**config.mk**
```make
export PLATFORM = sky130hd
export DESIGN_NAME = fpu_insn_encoder
export DESIGN_NICKNAME = d
export VERILOG_FILES = /design/src/rtl/fpu_insn_encoder.sv
export SDC_FILE = /design/constraint.sdc
export NUM_CORES = 1
export LEC_CHECK = 0
export BUFFER_PORTS_ARGS = -buffer_cell sky130_fd_sc_hd__buf_2
export CAP_MARGIN = 10
export CORE_MARGIN = 8
export CORE_UTILIZATION = 44
export CTS_BUF_LIST = sky130_fd_sc_hd__clkbuf_4
export DETAILED_ROUTE_END_ITERATION = 6
export HOLD_SLACK_MARGIN = 0.02
export MAX_ROUTING_LAYER = met4
export PLACE_DENSITY = 0.74
export SYNTH_ARGS = -nofsm -noshare
export SYNTH_HDL_FRONTEND = slang
export SYNTH_SLANG_ARGS = --single-unit
```
**constraint.sdc**
```tcl
create_clock -name CLK -period 11.7 [get_ports CLK]
set_clock_uncertainty 0.2 [all_clocks]
set_input_delay 0.585 -clock CLK [delete_from_list [all_inputs] [get_ports CLK]]
set_output_delay 0.585 -clock CLK [all_outputs]
set_load 0.01 [all_outputs]
```
**src/rtl/fpu_insn_encoder.sv**
```systemverilog
// Encodes abstract half-precision (Zhinx) FPU requests into RV32 instruction words,
// queued in a small registered FIFO; illegal requests are consumed, dropped and counted.
module fpu_insn_encoder #(
    parameter int DEPTH = 4,
    parameter int ERR_W = 8
) (
    input  logic             CLK,
    input  logic             RST,
    input  logic             req_valid,
    output logic             req_ready,
    input  logic [3:0]       req_op,
    input  logic [4:0]       req_rd,
    input  logic [4:0]       req_rs1,
    input  logic [4:0]       req_rs2,
    input  logic [4:0]       req_rs3,
    input  logic [2:0]       req_rm,
    input  logic [1:0]       req_variant,
    output logic             insn_valid,
    input  logic             insn_ready,
    output logic [31:0]      insn,
    output logic             err_pulse,
    output logic [ERR_W-1:0] err_count
);

    localparam int PTR_W = $clog2(DEPTH);
    localparam int CNT_W = PTR_W + 1;

    typedef enum logic [3:0] {
        OP_ADD, OP_SUB, OP_MUL, OP_DIV, OP_SQRT, OP_MIN, OP_MAX, OP_SGNJ,
        OP_FEQ, OP_FLT, OP_FLE, OP_CLASS, OP_MADD, OP_MSUB, OP_NMADD, OP_NMSUB
    } fpu_operation_t;

    localparam logic [1:0] FMT_HALF      = 2'b10;
    localparam logic [6:0] OPCODE_OPFP   = 7'b1010011;
    localparam logic [6:0] OPCODE_FMADD  = 7'b1000011;
    localparam logic [6:0] OPCODE_FMSUB  = 7'b1000111;
    localparam logic [6:0] OPCODE_FNMSUB = 7'b1001011;
    localparam logic [6:0] OPCODE_FNMADD = 7'b1001111;
    localparam logic [4:0] FUNCT_FADD    = 5'b00000;
    localparam logic [4:0] FUNCT_FSUB    = 5'b00001;
    localparam logic [4:0] FUNCT_FMUL    = 5'b00010;
    localparam logic [4:0] FUNCT_FDIV    = 5'b00011;
    localparam logic [4:0] FUNCT_FSGNJ   = 5'b00100;
    localparam logic [4:0] FUNCT_FMINMAX = 5'b00101;
    localparam logic [4:0] FUNCT_FSQRT   = 5'b01011;
    localparam logic [4:0] FUNCT_FCOMP   = 5'b10100;
    localparam logic [4:0] FUNCT_FCLASS  = 5'b11100;

    logic [31:0]      mem_q [DEPTH];
    logic [31:0]      mem_d [DEPTH];
    logic [PTR_W-1:0] wr_ptr_q, wr_ptr_d, rd_ptr_q, rd_ptr_d;
    logic [CNT_W-1:0] count_q, count_d;
    logic             err_pulse_q, err_pulse_d;
    logic [ERR_W-1:0] err_count_q, err_count_d;

    fpu_operation_t op;
    logic [4:0]  top5;
    logic [6:0]  opcode;
    logic [4:0]  rs2;
    logic [2:0]  rm;
    logic        illegal;
    logic        rm_reserved;
    logic [31:0] word;
    logic        accept, push, pop;

    // Encoder: bits[31:27] carry funct5 for OP-FP and rs3 for the fused opcodes.
    always_comb begin
        op          = fpu_operation_t'(req_op);
        rm_reserved = (req_rm == 3'b101) || (req_rm == 3'b110);
        top5        = FUNCT_FADD;
        opcode      = OPCODE_OPFP;
        rs2         = req_rs2;
        rm          = req_rm;
        illegal     = 1'b0;
        case (op)
            OP_ADD:   begin top5 = FUNCT_FADD;  illegal = rm_reserved; end
            OP_SUB:   begin top5 = FUNCT_FSUB;  illegal = rm_reserved; end
            OP_MUL:   begin top5 = FUNCT_FMUL;  illegal = rm_reserved; end
            OP_DIV:   begin top5 = FUNCT_FDIV;  illegal = rm_reserved; end
            OP_SQRT:  begin top5 = FUNCT_FSQRT; rs2 = 5'd0; illegal = rm_reserved; end
            OP_MIN:   begin top5 = FUNCT_FMINMAX; rm = 3'b000; end
            OP_MAX:   begin top5 = FUNCT_FMINMAX; rm = 3'b001; end
            OP_SGNJ:  begin
                top5    = FUNCT_FSGNJ;
                rm      = {1'b0, req_variant};
                illegal = (req_variant == 2'd3);
            end
            OP_FEQ:   begin top5 = FUNCT_FCOMP;  rm = 3'b010; end
            OP_FLT:   begin top5 = FUNCT_FCOMP;  rm = 3'b001; end
            OP_FLE:   begin top5 = FUNCT_FCOMP;  rm = 3'b000; end
            OP_CLASS: begin top5 = FUNCT_FCLASS; rs2 = 5'd0; rm = 3'b001; end
            OP_MADD:  begin top5 = req_rs3; opcode = OPCODE_FMADD;  illegal = rm_reserved; end
            OP_MSUB:  begin top5 = req_rs3; opcode = OPCODE_FMSUB;  illegal = rm_reserved; end
            OP_NMADD: begin top5 = req_rs3; opcode = OPCODE_FNMADD; illegal = rm_reserved; end
            OP_NMSUB: begin top5 = req_rs3; opcode = OPCODE_FNMSUB; illegal = rm_reserved; end
            default:  begin top5 = FUNCT_FADD; end
        endcase
        word = {top5, FMT_HALF, rs2, req_rs1, rm, req_rd, opcode};
    end

    assign req_ready  = (count_q != CNT_W'(DEPTH));
    assign insn_valid = (count_q != '0);
    assign insn       = mem_q[rd_ptr_q];
    assign err_pulse  = err_pulse_q;
    assign err_count  = err_count_q;

    assign accept = req_valid && req_ready;
    assign push   = accept && !illegal;
    assign pop    = insn_valid && insn_ready;

    always_comb begin
        mem_d       = mem_q;
        wr_ptr_d    = wr_ptr_q;
        rd_ptr_d    = rd_ptr_q;
        count_d     = count_q;
        err_pulse_d = accept && illegal;
        err_count_d = err_count_q;
        if (push) begin
            mem_d[wr_ptr_q] = word;
            wr_ptr_d        = wr_ptr_q + PTR_W'(1);
        end
        if (pop) begin
            rd_ptr_d = rd_ptr_q + PTR_W'(1);
        end
        case ({push, pop})
            2'b10:   count_d = count_q + CNT_W'(1);
            2'b01:   count_d = count_q - CNT_W'(1);
            default: count_d = count_q;
        endcase
        if (accept && illegal && (err_count_q != '1)) begin
            err_count_d = err_count_q + ERR_W'(1);
        end
    end

    // NOTE: the storage array is reset too, so insn reads as zero straight out of reset.
    always_ff @(posedge CLK or posedge RST) begin
        if (RST) begin
            for (int i = 0; i < DEPTH; i++) mem_q[i] <= '0;
            wr_ptr_q    <= '0;
            rd_ptr_q    <= '0;
            count_q     <= '0;
            err_pulse_q <= 1'b0;
            err_count_q <= '0;
        end else begin
            mem_q       <= mem_d;
            wr_ptr_q    <= wr_ptr_d;
            rd_ptr_q    <= rd_ptr_d;
            count_q     <= count_d;
            err_pulse_q <= err_pulse_d;
            err_count_q <= err_count_d;
        end
    end

endmodule

```
=== Word level (Yosys, flattened, before mapping) ===
Cells that the tools add are included.

* $lt $le $gt $ge: 3
* Equal/unequal tests: 22
* $add $sub $neg: 5
* Reduce and logical (&&, ||, !) cells: 18
* Mux-type cells: 12
* Bitwise operators: 2

{| class="wikitable"
|+ Operator list
! cell !! count
|-
| $bwmux W128 || 1
|-
| $mux W32 || 3
|-
| $bmux W32 S2 || 1
|-
| $demux W32 S2 || 1
|-
| $pmux W5 S10 || 1
|-
| $eq A4 B4 Y1 const B || 8
|-
| $pmux W5 S4 || 1
|-
| $eq A4 B3 Y1 const B || 4
|-
| $pmux W3 S4 || 1
|-
| $reduce_or A9 Y1 || 1
|-
| $add A8 B1 Y8 const B || 1
|-
| $eq A4 B2 Y1 const B || 2
|-
| $ne A8 B8 Y1 const B || 1
|-
| $eq A3 B3 Y1 const B || 2
|-
| $ge A3 B3 Y1 const B || 2
|-
| $logic_and A1 B1 Y1 || 6
|-
| $not A2 Y3 || 2
|-
| $pmux W3 S2 || 1
|-
| $reduce_or A2 Y1 || 3
|-
| $reduce_or A3 Y1 || 2
|-
| $mux W5 || 1
|-
| $add A2 B1 Y2 const B || 2
|-
| $eq A2 B2 Y1 const B || 2
|-
| $eq A4 B1 Y1 const B || 1
|-
| 12 further kinds || 12
|}

* Register bits: 144
* Input bits: 33

=== Depth between registers and ports, before layout ===
* Word-level depth: 7
* Depth in mapped cells: 12

=== Worst setup path before layout ===
Ideal clock, no wire load.

* Kind: in2reg
* Start point: input port req_op[0]
* End point: register count_q[2]
* Library setup time: 0.079 ns
* Path slack: 9.097 ns
* Arrival time: 2.324 ns
* Stages on the path: 12
* Buffers on the path: 2
* Path through: buf_4 and4b_1 nand3_1 and3_1 buf_6 inv_1 ha_1 inv_1 fa_1 xor2_1 nor2_1 xor2_1

* Cells in the longest elaborated chain, start to end: 7

{| class="wikitable"
|+ Ends and longest elaborated chain
! element !! line !! text
|-
| start: declaration || 11 || <nowiki>input logic [3:0] req_op,</nowiki>
|-
| $eq A4 B4 Y1 (tied with other cells) || 75 || <nowiki>case (op)</nowiki>
|-
| $reduce_or A9 Y1 (no source line) || n/a ||
|-
| $pmux W1 S2 * || 75 ||
|-
| $logic_not A1 Y1 * || 108 || <nowiki>assign push = accept && !illegal;</nowiki>
|-
| $logic_and A1 B1 Y1 * || 108 ||
|-
| $eq A2 B1 Y1 or $eq A2 B2 Y1 (tied branches) || 125 || <nowiki>case ({push, pop})</nowiki>
|-
| $pmux W3 S2 or $reduce_bool A2 Y1 (tied branches) || n/a ||
|-
| end signal: assignment || 148 || <nowiki>count_q <= count_d;</nowiki>
|-
| end: declaration || 52 || <nowiki>logic [CNT_W-1:0] count_q, count_d;</nowiki>
|}

Every way passes the cells marked *; elsewhere a longest branch is shown, timed or not.
A chain may end at the register's enable or synchronous reset.

=== Worst setup path in the final report ===
* Start point: register rd_ptr_q[1]
* End point: output port insn[26]

* Cells in the longest elaborated chain, start to end: 4

{| class="wikitable"
|+ Ends and longest elaborated chain
! element !! line !! text
|-
| start: declaration || 51 || <nowiki>logic [PTR_W-1:0] wr_ptr_q, wr_ptr_d, rd_ptr_q, rd_ptr_d;</nowiki>
|-
| start signal: assignment || 147 || <nowiki>rd_ptr_q <= rd_ptr_d;</nowiki>
|-
| $not A2 Y3 (implied by the code) || 103 || <nowiki>assign insn = mem_q[rd_ptr_q];</nowiki>
|-
| $bmux W32 S2 || 103 ||
|-
| $mux W32 (implied by the code) (2 in a row) || 103 ||
|-
| end: declaration || 20 || <nowiki>output logic [31:0] insn,</nowiki>
|}

Every way passes these cells. The select of a mux whose other input is x is not followed.

==> impl_metrics.csv <==
group,metric,value,unit
timing,finalCriticalPeriod,3.12,ns
routing,wl,12700,um
cells_and_area,finalNonFillerCells,652,
yosys,ys_ff_latch,124,
clocking,h-tree-depth,4,
die,core_area,13800,um2
setup_path,path_buf_inv,1,
clocking,cts.clk_slew.worst_paths,0.13,ns
cells_and_area,fin_area,6840,um2
timing,worstMarginPinSlew,0.960,ns
die,io_pins,76,
yosys,synth_area_per_cell,15.7,um2
clocking,cts_buffers,17,
yosys,ys_seq_area_share,50.4,%
setup_path,worstSetupPathType,"register to output port",
routing,vias,3507,
grt,grtUsageTotal,15.7,%
power,power_density,275,nW/um2
outcome,status,"finished, final reports clean",
cells_and_area,drive_gt1_share,46.6,%
cells_and_area,layout_commonest_cell,"dfrtp_1",
grt,use_met1,20.5,%
setup_path,max_stage_delay,0.96,ns
grt,grt_pass1_wl,21400,um
run,cap_violations,0,
grt,grt_pass1_vias,3870,
setup_path,rrSetupSlack,9.06,ns
place,place_inst,619,
power,p_comb_share,40.8,%
cells_and_area,fin_util,49.6,%
clocking,post_cts_resized,0,
clocking,cts_tree,"done",
place,io_buffer_count,73,
clocking,clock_latency,0.52,ns
grt,grt_start_max_net_pins,79,
place,dp_slack,8.76,ns
timing,setup_viol,0,
yosys,netlist_area,6150,um2
routing,drt_iter0_markers,166,
setup_path,cp_data_required_time,10.92,ns
timing,setup_tns,0,ns
routing,final_antenna_net_count,0,
clocking,cts-root-buf,"clkbuf_4",
setup_path,cp-end-kind,"output port",
timing,drv_slew,0,
place,place_hpwl,8150,um
grt,antenna_found_initial,0,
clocking,clock-sinks,124,
die,die_x,134,um
place,place_area,6520,um2
power,p_leak,3.13,nW
timing,fin_crit_sh,26.6,%
routing,wl_per_cell,19.5,um
timing,fin_ws,8.58,ns
yosys,yosysUniqueCellTypes,45,
die,initial_core_util,44.7,%
cells_and_area,area_growth,11.1,%
routing,first_pass_iters,5,
routing,drc,0,
power,power_switching,0.622,mW
die,rows,43,
grt,overflow,0,
power,power.internal,1.25,mW
grt,grt.met3_usage,4.75,%
power,pwr-share-seq,42.1,%
cells_and_area,layout_common_cells,"122 x dfrtp_1, 76 x mux2_4, 73 x buf_2",
timing,timing.fmax,0.321,GHz
setup_path,crit_arrival,2.33,ns
clocking,max-clock-path-buffers,2,
grt,use_met2,22.8,%
power,switching_share,33.2,%
yosys,synth_warnings,0,
power,p_clk_share,17.1,%
timing,max-slew-margin-rel,36.0,%
cells_and_area,nets,499,
place,gp_congestion,0.772,
routing,avgViaCountPerCell,5.38,
setup_path,startpoint_type,"register",
setup_path,worstPathMaxFanout,28,
setup_path,crit_family,"flip-flops",
setup_path,critPathSlowestCell,"dfrtp_2",
grt,busiest_layer,"met2",
die,die-area,18000,um2
yosys,syn_inst,392,
hold_path,hp-class,"input pin to register",
setup_path,crit_chain,"mux4_2 > buf_2",
cells_and_area,diodes,0,
die,die_h,134,um
timing,rsz0062_at_grt,"false",
timing,hold_viol,0,
power,ir_drop,0.000136,V
[layout make-up]
type                       count  area [um2]
clock buffer                  18         135
tap                          180         225
inverter                      10        40.0
multi-input combinational    231        2780
sequential                   124        3110
timing repair buffer          75         383
fill                        1177        6940
clock inverter                14         169
[repair_timing]
item | 4_1_cts | 5_1_grt
endpoints found under the setup margin | 0 | 0
buffers inserted | 0 | 0
hold endpoints to repair | 46 | 0
hold buffers | 1 | 0
[flip-flops by register name, summed over array words and instances, names as in the netlist]
register / cells
err_pulse: 1
wr_ptr_q: 2
rd_ptr_q: 2
mem_q: 108
err_count: 8
count_q: 3
[power groups by stage]
stage,clock network (mW),logic [mW],registers [mW]
after floorplan,0,0.650,0.710
after global placement,0,0.756,0.785
after detailed placement,0,0.776,0.798
after CTS,0.329,0.780,0.793
after global routing,0.346,0.827,0.823
final,0.321,0.765,0.791
[routing by layer]
| metal | up-vias | wire length (um) | part of all wire [%] |
|---|---|---|---|
| li1 | 1545 | - | - |
| met1 | 1844 | 5990 | 47 |
| met2 | 101 | 5900 | 46 |
| met3 | 17 | 649 | 5.1 |
| met4 | 0 | 160 | 1.3 |
| met5 | - | 0 | 0 |
[worst paths after layout]
kind | from | endpoint | cells past startpoint
max | rd_ptr_q[1] | insn[26] | 2
min | req_rs1[4] | mem_q[115] | 2
max reg2reg | count_q[0] | count_q[2] | 10
min reg2reg | mem_q[90] | mem_q[90] | 1
max in group asynchronous | RST | wr_ptr_q[1] | 4
min in group asynchronous | RST | mem_q[19] | 3
[through the flow]
stage	hold WS (ns)	power, mW
2_1_floorplan	0.228	1.36
3_3_place_gp	0.242	1.54
3_5_place_dp	0.248	1.57
4_1_cts	0.0623	1.90
5_1_grt	0.0592	2.00
6_report	0.105	1.88
[logic make-up (layout without fill, tap and decap cells)]
kind of cell / after synthesis / after routing / share of synthesized area (%)
other cells: 1 / 2 / 0.0610
xor+xnor: 13 / 13 / 1.85
buf+inv: 38 / 117 / 4.43
mux: 136 / 136 / 34.4
compound gates: 18 / 18 / 2.03
simple gates: 55 / 55 / 5.21
flops: 124 / 124 / 50.4
fa+ha+maj: 7 / 7 / 1.55
[Yosys cell counts]
cell,number,area [um2]
or2_1,4,25.0
and2_1,7,43.8
or3_1,1,6.26
and2_4,4,35.0
o2111ai_1,1,8.76
xnor2_1,8,70.1
o31ai_1,1,7.51
mux2i_1,2,20.0
and4_1,1,8.76
dfrtp_1,124,3100
fa_1,1,20.0
o21ai_0,4,20.0
a21boi_0,1,7.51
nand2b_1,4,25.0
ha_1,6,75.1
inv_1,10,37.5
a221o_1,1,10.0
mux2_1,28,315
a21boi_1,1,7.51
xor2_1,5,43.8
nor3b_1,1,7.51
buf_1,1,3.75
clkbuf_1,5,18.8
nand3_1,4,20.0
nand3b_1,1,7.51
o21bai_1,1,7.51
o31a_1,1,8.76
mux4_2,27,608
nor3_1,2,10.0
mux2_2,3,33.8
o21a_1,1,7.51
a21oi_1,3,15.0
a211oi_1,2,15.0
o211a_1,1,10.0
mux2_4,76,1140
conb_1,1,3.75
nand4_1,6,37.5
buf_2,2,10.0
and3_1,4,25.0
buf_4,6,45.0
and4b_1,1,10.0
buf_6,14,158
nand2_1,9,33.8
nor2_2,1,6.26
nor2_1,5,18.8
Note: power is estimated with default switching activity, not from simulation.
